===== src/rtl/shift_ctrl.sv =====
// shift_ctrl: command sequencer for a WIDTH-bit load/shift-right/shift-left
// register. It accepts one command (load value, direction, shift count) over a
// valid/ready handshake. It drives the register strobes cycle by cycle and
// returns the settled register contents with a one-cycle done pulse.
module shift_ctrl #(
  parameter int WIDTH = 4,
  parameter int CNT_W = 3
) (
  input  logic             clk,
  input  logic             rst,
  input  logic             cmd_valid,
  output logic             cmd_ready,
  input  logic [WIDTH-1:0] cmd_data,
  input  logic             cmd_dir,
  input  logic [CNT_W-1:0] cmd_count,
  input  logic             hold,
  input  logic             abort,
  output logic             ld,
  output logic             sr,
  output logic             sl,
  output logic [WIDTH-1:0] d_in,
  input  logic [WIDTH-1:0] q_in,
  output logic             busy,
  output logic             done,
  output logic [WIDTH-1:0] result
);

  typedef enum logic [1:0] {
    S_IDLE  = 2'd0,
    S_LOAD  = 2'd1,
    S_SHIFT = 2'd2,
    S_DONE  = 2'd3
  } state_t;

  state_t             state;
  state_t             next_state;
  logic [WIDTH-1:0]   data_r;
  logic               dir_r;
  logic [CNT_W-1:0]   count_r;
  logic [CNT_W-1:0]   remaining;
  logic               shift_en;
  logic               accept;

  // Handshake and status are pure decodes of the state. Ready is also masked
  // by rst, so nothing can be accepted on the edge that applies reset.
  assign cmd_ready = (state == S_IDLE) && !rst;
  assign busy      = (state != S_IDLE);
  assign accept    = cmd_valid && cmd_ready;
  assign d_in      = data_r;

  // State register.
  always_ff @(posedge clk) begin
    // NOTE: every sequential assignment is non-blocking, so all registers see
    // the values from before the edge no matter what order they are written in.
    if (rst) state <= S_IDLE;
    else     state <= next_state;
  end

  // Next-state and strobe decode. Abort forces strobes low in its own cycle.
  always_comb begin
    // NOTE: each output gets a default before the case statement. A path that
    // leaves one unassigned would infer a latch.
    next_state = state;
    ld         = 1'b0;
    sr         = 1'b0;
    sl         = 1'b0;
    shift_en   = 1'b0;
    unique case (state)
      S_IDLE: begin
        if (accept) next_state = S_LOAD;
      end
      S_LOAD: begin
        if (abort) begin
          next_state = S_IDLE;
        end else begin
          ld         = 1'b1;
          next_state = (count_r == '0) ? S_DONE : S_SHIFT;
        end
      end
      S_SHIFT: begin
        if (abort) begin
          next_state = S_IDLE;
        end else if (!hold) begin
          shift_en = 1'b1;
          sr       = !dir_r;
          sl       = dir_r;
          if (remaining == CNT_W'(1)) next_state = S_DONE;
        end
      end
      S_DONE: begin
        next_state = S_IDLE;
      end
      default: next_state = S_IDLE;
    endcase
  end

  // Command latch, shift countdown, result capture and the done pulse.
  always_ff @(posedge clk) begin
    if (rst) begin
      data_r    <= '0;
      dir_r     <= 1'b0;
      count_r   <= '0;
      remaining <= '0;
      result    <= '0;
      done      <= 1'b0;
    end else begin
      // The register has settled by the DONE cycle, so q_in is final here.
      done <= (state == S_DONE);
      if (state == S_DONE) result <= q_in;
      if (accept) begin
        data_r  <= cmd_data;
        dir_r   <= cmd_dir;
        count_r <= cmd_count;
      end
      if (ld)            remaining <= count_r;
      else if (shift_en) remaining <= remaining - CNT_W'(1);
    end
  end

endmodule


===== config.mk =====
export PLATFORM = sky130hd
export DESIGN_NAME = shift_ctrl
export DESIGN_NICKNAME = d
export VERILOG_FILES = /design/src/rtl/shift_ctrl.sv
export SDC_FILE = /design/constraint.sdc
export NUM_CORES = 1
export LEC_CHECK = 0
export ABC_AREA = 1
export BUFFER_PORTS_ARGS = -buffer_cell sky130_fd_sc_hd__buf_2
export CORE_MARGIN = 8
export CORE_UTILIZATION = 42
export DETAILED_ROUTE_END_ITERATION = 6
export HOLD_SLACK_MARGIN = 0.05
export PLACE_DENSITY = 0.71
export SYNTH_ARGS = -nofsm -noshare
export SYNTH_HDL_FRONTEND = slang
export SYNTH_SLANG_ARGS = --single-unit

===== constraint.sdc =====
create_clock -name clk -period 1.2 [get_ports clk]
set_clock_uncertainty 0.15 [all_clocks]
set_input_delay 0.24 -clock clk [delete_from_list [all_inputs] [get_ports clk]]
set_output_delay 0.24 -clock clk [all_outputs]
set_load 0.005 [all_outputs]

== After elaboration in Yosys (flattened, before gate mapping) ==
Cells that the tools add are included.
Storage, ports and cells
  flip-flop bits (word level): 18
  latch bits: 0
  bits in writable memories: 0
  memory bits (read-only): 0
  bits of input ports: 17
  logic and storage cells: 44
  memories: 0
Operators by class
  add/sub/neg operators: 1
  multiply operators: 0
  divide/modulo/power cells: 0
  $lt $le $gt $ge: 0
  equality and inequality tests: 7
  shift operators: 0
  mux-type cells: 20
  bitwise gates (word level): 0
  reductions and logical operators: 9
Operators by type and width (number)
  1-bit two-way mux: 12
  2-bit two-way mux: 5
  2-bit case mux with 4 select lines: 1
  3-bit two-way mux: 2
  3-bit != test (second input constant): 2
  2-bit == test (second input constant): 2
  2-bit nonzero test: 2
  3-bit by 1-bit == test with 1-bit output (second input constant): 1
  3-bit logical NOT: 1
  3-bit AND reduction: 1
  3-bit by 1-bit subtractor with 3-bit output (second input constant): 1
  2-bit by 1-bit == test with 1-bit output (second input constant): 1
  1-bit logical AND: 2
  1-bit logical NOT: 2
  2-bit logical NOT: 1
  2-bit != test (second input constant): 1

== Logic depth before layout (Yosys ltp) ==
  depth after elaboration: 5
  mapped depth: 9

== Worst setup path before layout ==
Ideal clock, no wire load.
  path kind: reg-to-reg
  start point: register state[0]
  end point: register state[0]
  library setup time: 0.064 ns
  arrival time: 0.969 ns
  required time: 0.986 ns
  setup slack: 0.018 ns
  stages on the path, launching flop included: 8
  path buffers: 0
  clock period less this slack: 1.182 ns
  cell sequence: dfxtp_1 -> nor2_2 -> inv_2 -> nor2_8 -> nand2_4 -> nand2_2 -> nand2_1 -> nor2_1
Between the ends
  longest elaborated chain between the ends: 5
RTL lines
  start, declared: line 35  | state_t state;
  start signal, assigned: line 56  | else state <= next_state;
  2-bit logical NOT: line 46  | assign cmd_ready = (state == S_IDLE) && !rst;
  1-bit logical AND: line 46
  named net cmd_ready: line 12  | output logic cmd_ready,
  1-bit logical AND: line 48  | assign accept = cmd_valid && cmd_ready;
  2-bit != test (no source line)
  3-bit AND reduction (no source line)
The timed path passes the listed nets, and every way through them passes these cells.
A chain may end at the register's enable or synchronous reset.

== Final worst setup path ==
  start point: register state[1]
  end point: output ld
Between the ends
  longest elaborated chain between the ends: 2
RTL lines
  2-bit by 1-bit == test with 1-bit output: line 68  | unique case (state)
  1-bit two-way mux: line 68
  end, declared: line 18  | output logic ld,
Every way passes these cells.

==> qor.yml <==
floorplanning:
  num_rows: 16
  ios: 31
  start_util: 0.439
  die_y_um: 60.8
  die_x_um: 60.8
  die_area_um2: 3700
  core_area_um2: 1920
sta:
  setup_violations: 17
  setup_ws_ns: -0.304
  hold_viol_final: 0
  slew_headroom: 0.860
  slew_violations: 0
  fin_crit_sh: 1.25
  period_needed_ns: 1.50
  worst_pin_slew_ns: 0.208
  grt_setup_unrepaired: "yes"
  hold_ws_ns: 0.0558
  timing.fmax_mhz: 665
placed_design:
  port_buffers: 30
  dp.cells: 183
  preCtsSetupSlack_ns: -0.0445
  dp_hpwl_um: 1580
  gp_congestion: 0.761
min_path:
  hold_depth: 3
  hold_class: "in2reg"
power:
  power.switching_uw: 390
  p_int_uw: 993
  p_leak_uw: 0.000700
  pwr-share-seq: 0.483
  p_per_area_nw_per_um2: 1050
  combPwrFrac: 0.248
  swShare: 0.282
  finalPower_uw: 1380
  clockPowerShare: 0.268
  ir_worst_vdd_uv: 694
logic_synthesis:
  synth_warnings: 0
  synth_fa_ha_area_frac: 0.0297
  synthMuxAreaShare: 0
  synth_top_family_by_area: "simple AND/OR/NAND/NOR gates"
  syn_nets: 140
  syn_area_um2: 843
  synth_xor_area_frac: 0
  synth_top_area_cell: "dfxtp_1"
  ys_seq_elements: 18
  synth_top_area_frac: 0.427
  synthTopCellsByArea: "dfxtp_1 (43%), nand3_1 (12%), nand2_1 (12%), nor2_1 (9.8%), inv_1 (7.1%)"
  yosysUniqueCellTypes: 16
  yosysSeqAreaShare: 0.427
  synthCells: 121
  synthSimpleGateAreaFrac: 0.404
  syn_area_per_cell_um2: 6.97
  synth_compound_area_frac: 0.0415
cts:
  clkSinkCount: 18
  ctsHtreeMaxLevel: 1
  root_buffer: "clkbuf_4"
  clk_latency_ns: 0.29
  ctsLongestPathBuffers: 2
  cts_tree: "built"
  cts_made_buffers: 3
  path_clk_slew_ns: 0.10
finish:
  utilization: 0.688
  final_nets: 199
  final_common_cell: "buf_2"
  syn2layout_area_growth_pct: 56.7
  drive_gt1_frac: 0.369
  regArea_um2: 368
  diodes: 0
  final_cells: 206
  fillCellCount: 156
  mostFrequentLayoutCells: "buf_2 (30), nand2_1 (24), nand3_1 (19), nor2_1 (18), dfxtp_1 (16)"
  multiInputGateArea_um2: 442
status:
  outcome: "complete, but fails checks"
  violations: "negative setup slack"
global_routing:
  grt_use_total: 0.136
  grt_antenna_before_repair: 0
  grt_pass1_wl_um: 3840
  grt_max_degree: 11
  grt_overflow: 0
  grt_pass1_vias: 924
setup_path:
  critPathRequiredTime_ns: 0.81
  path_class: "reg2out"
  critPathLaunchType: "flip-flop"
  path_max_fanout: 4
  reg2reg_depth: 10
  crit_arrival_ns: 1.11
  critPathCaptureType: "output port"
routing:
  first_pass_iters: 4
  wirelength_um: 2380
  vias_per_cell: 4.62
  vias: 951
  drt_iter0_drc: 29
  ant_nets: 0
  routedWlPerCell_um: 11.6
  drc: 0
flow_run:
  drv_cap: 0
[flip-flops by register name (all words and copies together), names as in the netlist]
register / flops
count_r: 3
state: 2
done: 1
result: 4
d_in: 4
dir_r: 1
remaining: 3
[through the flow]
stage	TNS (ns)	area (µm²)
final	-2.50	1320
after global routing	-3.75	1320
after CTS	-1.70	1250
after detailed placement	-0.125	1060
after global placement	-0.0649	1060
after floorplan	0	843
[critical path, cell delays in order, from the launching register on]
cell     delay, ns
dfxtp_4       0.38
inv_4         0.07
nand3_1       0.14
inv_2         0.11
buf_2         0.12
[synthesized netlist by cell type (all sizes together)]
master	instances
ha	2
nor4	1
clkbuf	1
o21ai	7
inv	17
buf	1
nor3	1
nand3	21
nand2	28
nor2	24
dfxtp	18
[final timing paths]
path	start	end	slack, ns
setup / recovery	state[1]	ld	-0.30
setup reg to reg	state[1]	remaining[0]	-0.21
hold / removal	q_in[0]	result[0]	0.06
hold reg to reg	count_r[0]	count_r[0]	0.32
[power groups by stage]
stage / sequential [µW] / combinational [µW] / clock [µW]
finish: 669 / 344 / 371
global placement: 676 / 263 / 0
global route: 674 / 388 / 407
detailed placement: 677 / 268 / 0
CTS: 665 / 303 / 381
floorplan: 675 / 160 / 0
[logic make-up (layout without fill, tap and decap cells)]
| family | count (synthesis) | count (layout) |
|---|---|---|
| simple gates | 75 | 76 |
| flops | 18 | 18 |
| compound gates | 7 | 7 |
| fa+ha+maj | 2 | 2 |
| buf+inv | 19 | 76 |
[layer usage]
layer  vias up  share of wire  wire length (µm)  GRT usage
met5         -              0                 0          0
met4         0          0.018                42     0.0498
met3         6          0.079               189     0.0614
met2        26           0.50              1180      0.247
met1       422           0.41               969      0.132
li1        497              -                 -          -
[what timing repair did]
| item | CTS | global route |
|---|---|---|
| pin swaps | 9 | 4 |
| buffers inserted | 5 | 4 |
| hold endpoints to repair | 11 | 1 |
| setup endpoints to repair | 9 | 17 |
| cloned | 0 | 1 |
| resized for setup | 10 | 11 |
| hold buffers | 11 | 1 |
[cell type report]
class / instances / share of cell area
Multi-Input combinational cell: 85 / 0.334
Tap cell: 27 / 0.0256
Timing Repair Buffer: 55 / 0.284
Inverter: 17 / 0.0502
Sequential cell: 18 / 0.278
Clock buffer: 4 / 0.0275
(Power assumes the default switching activity.)
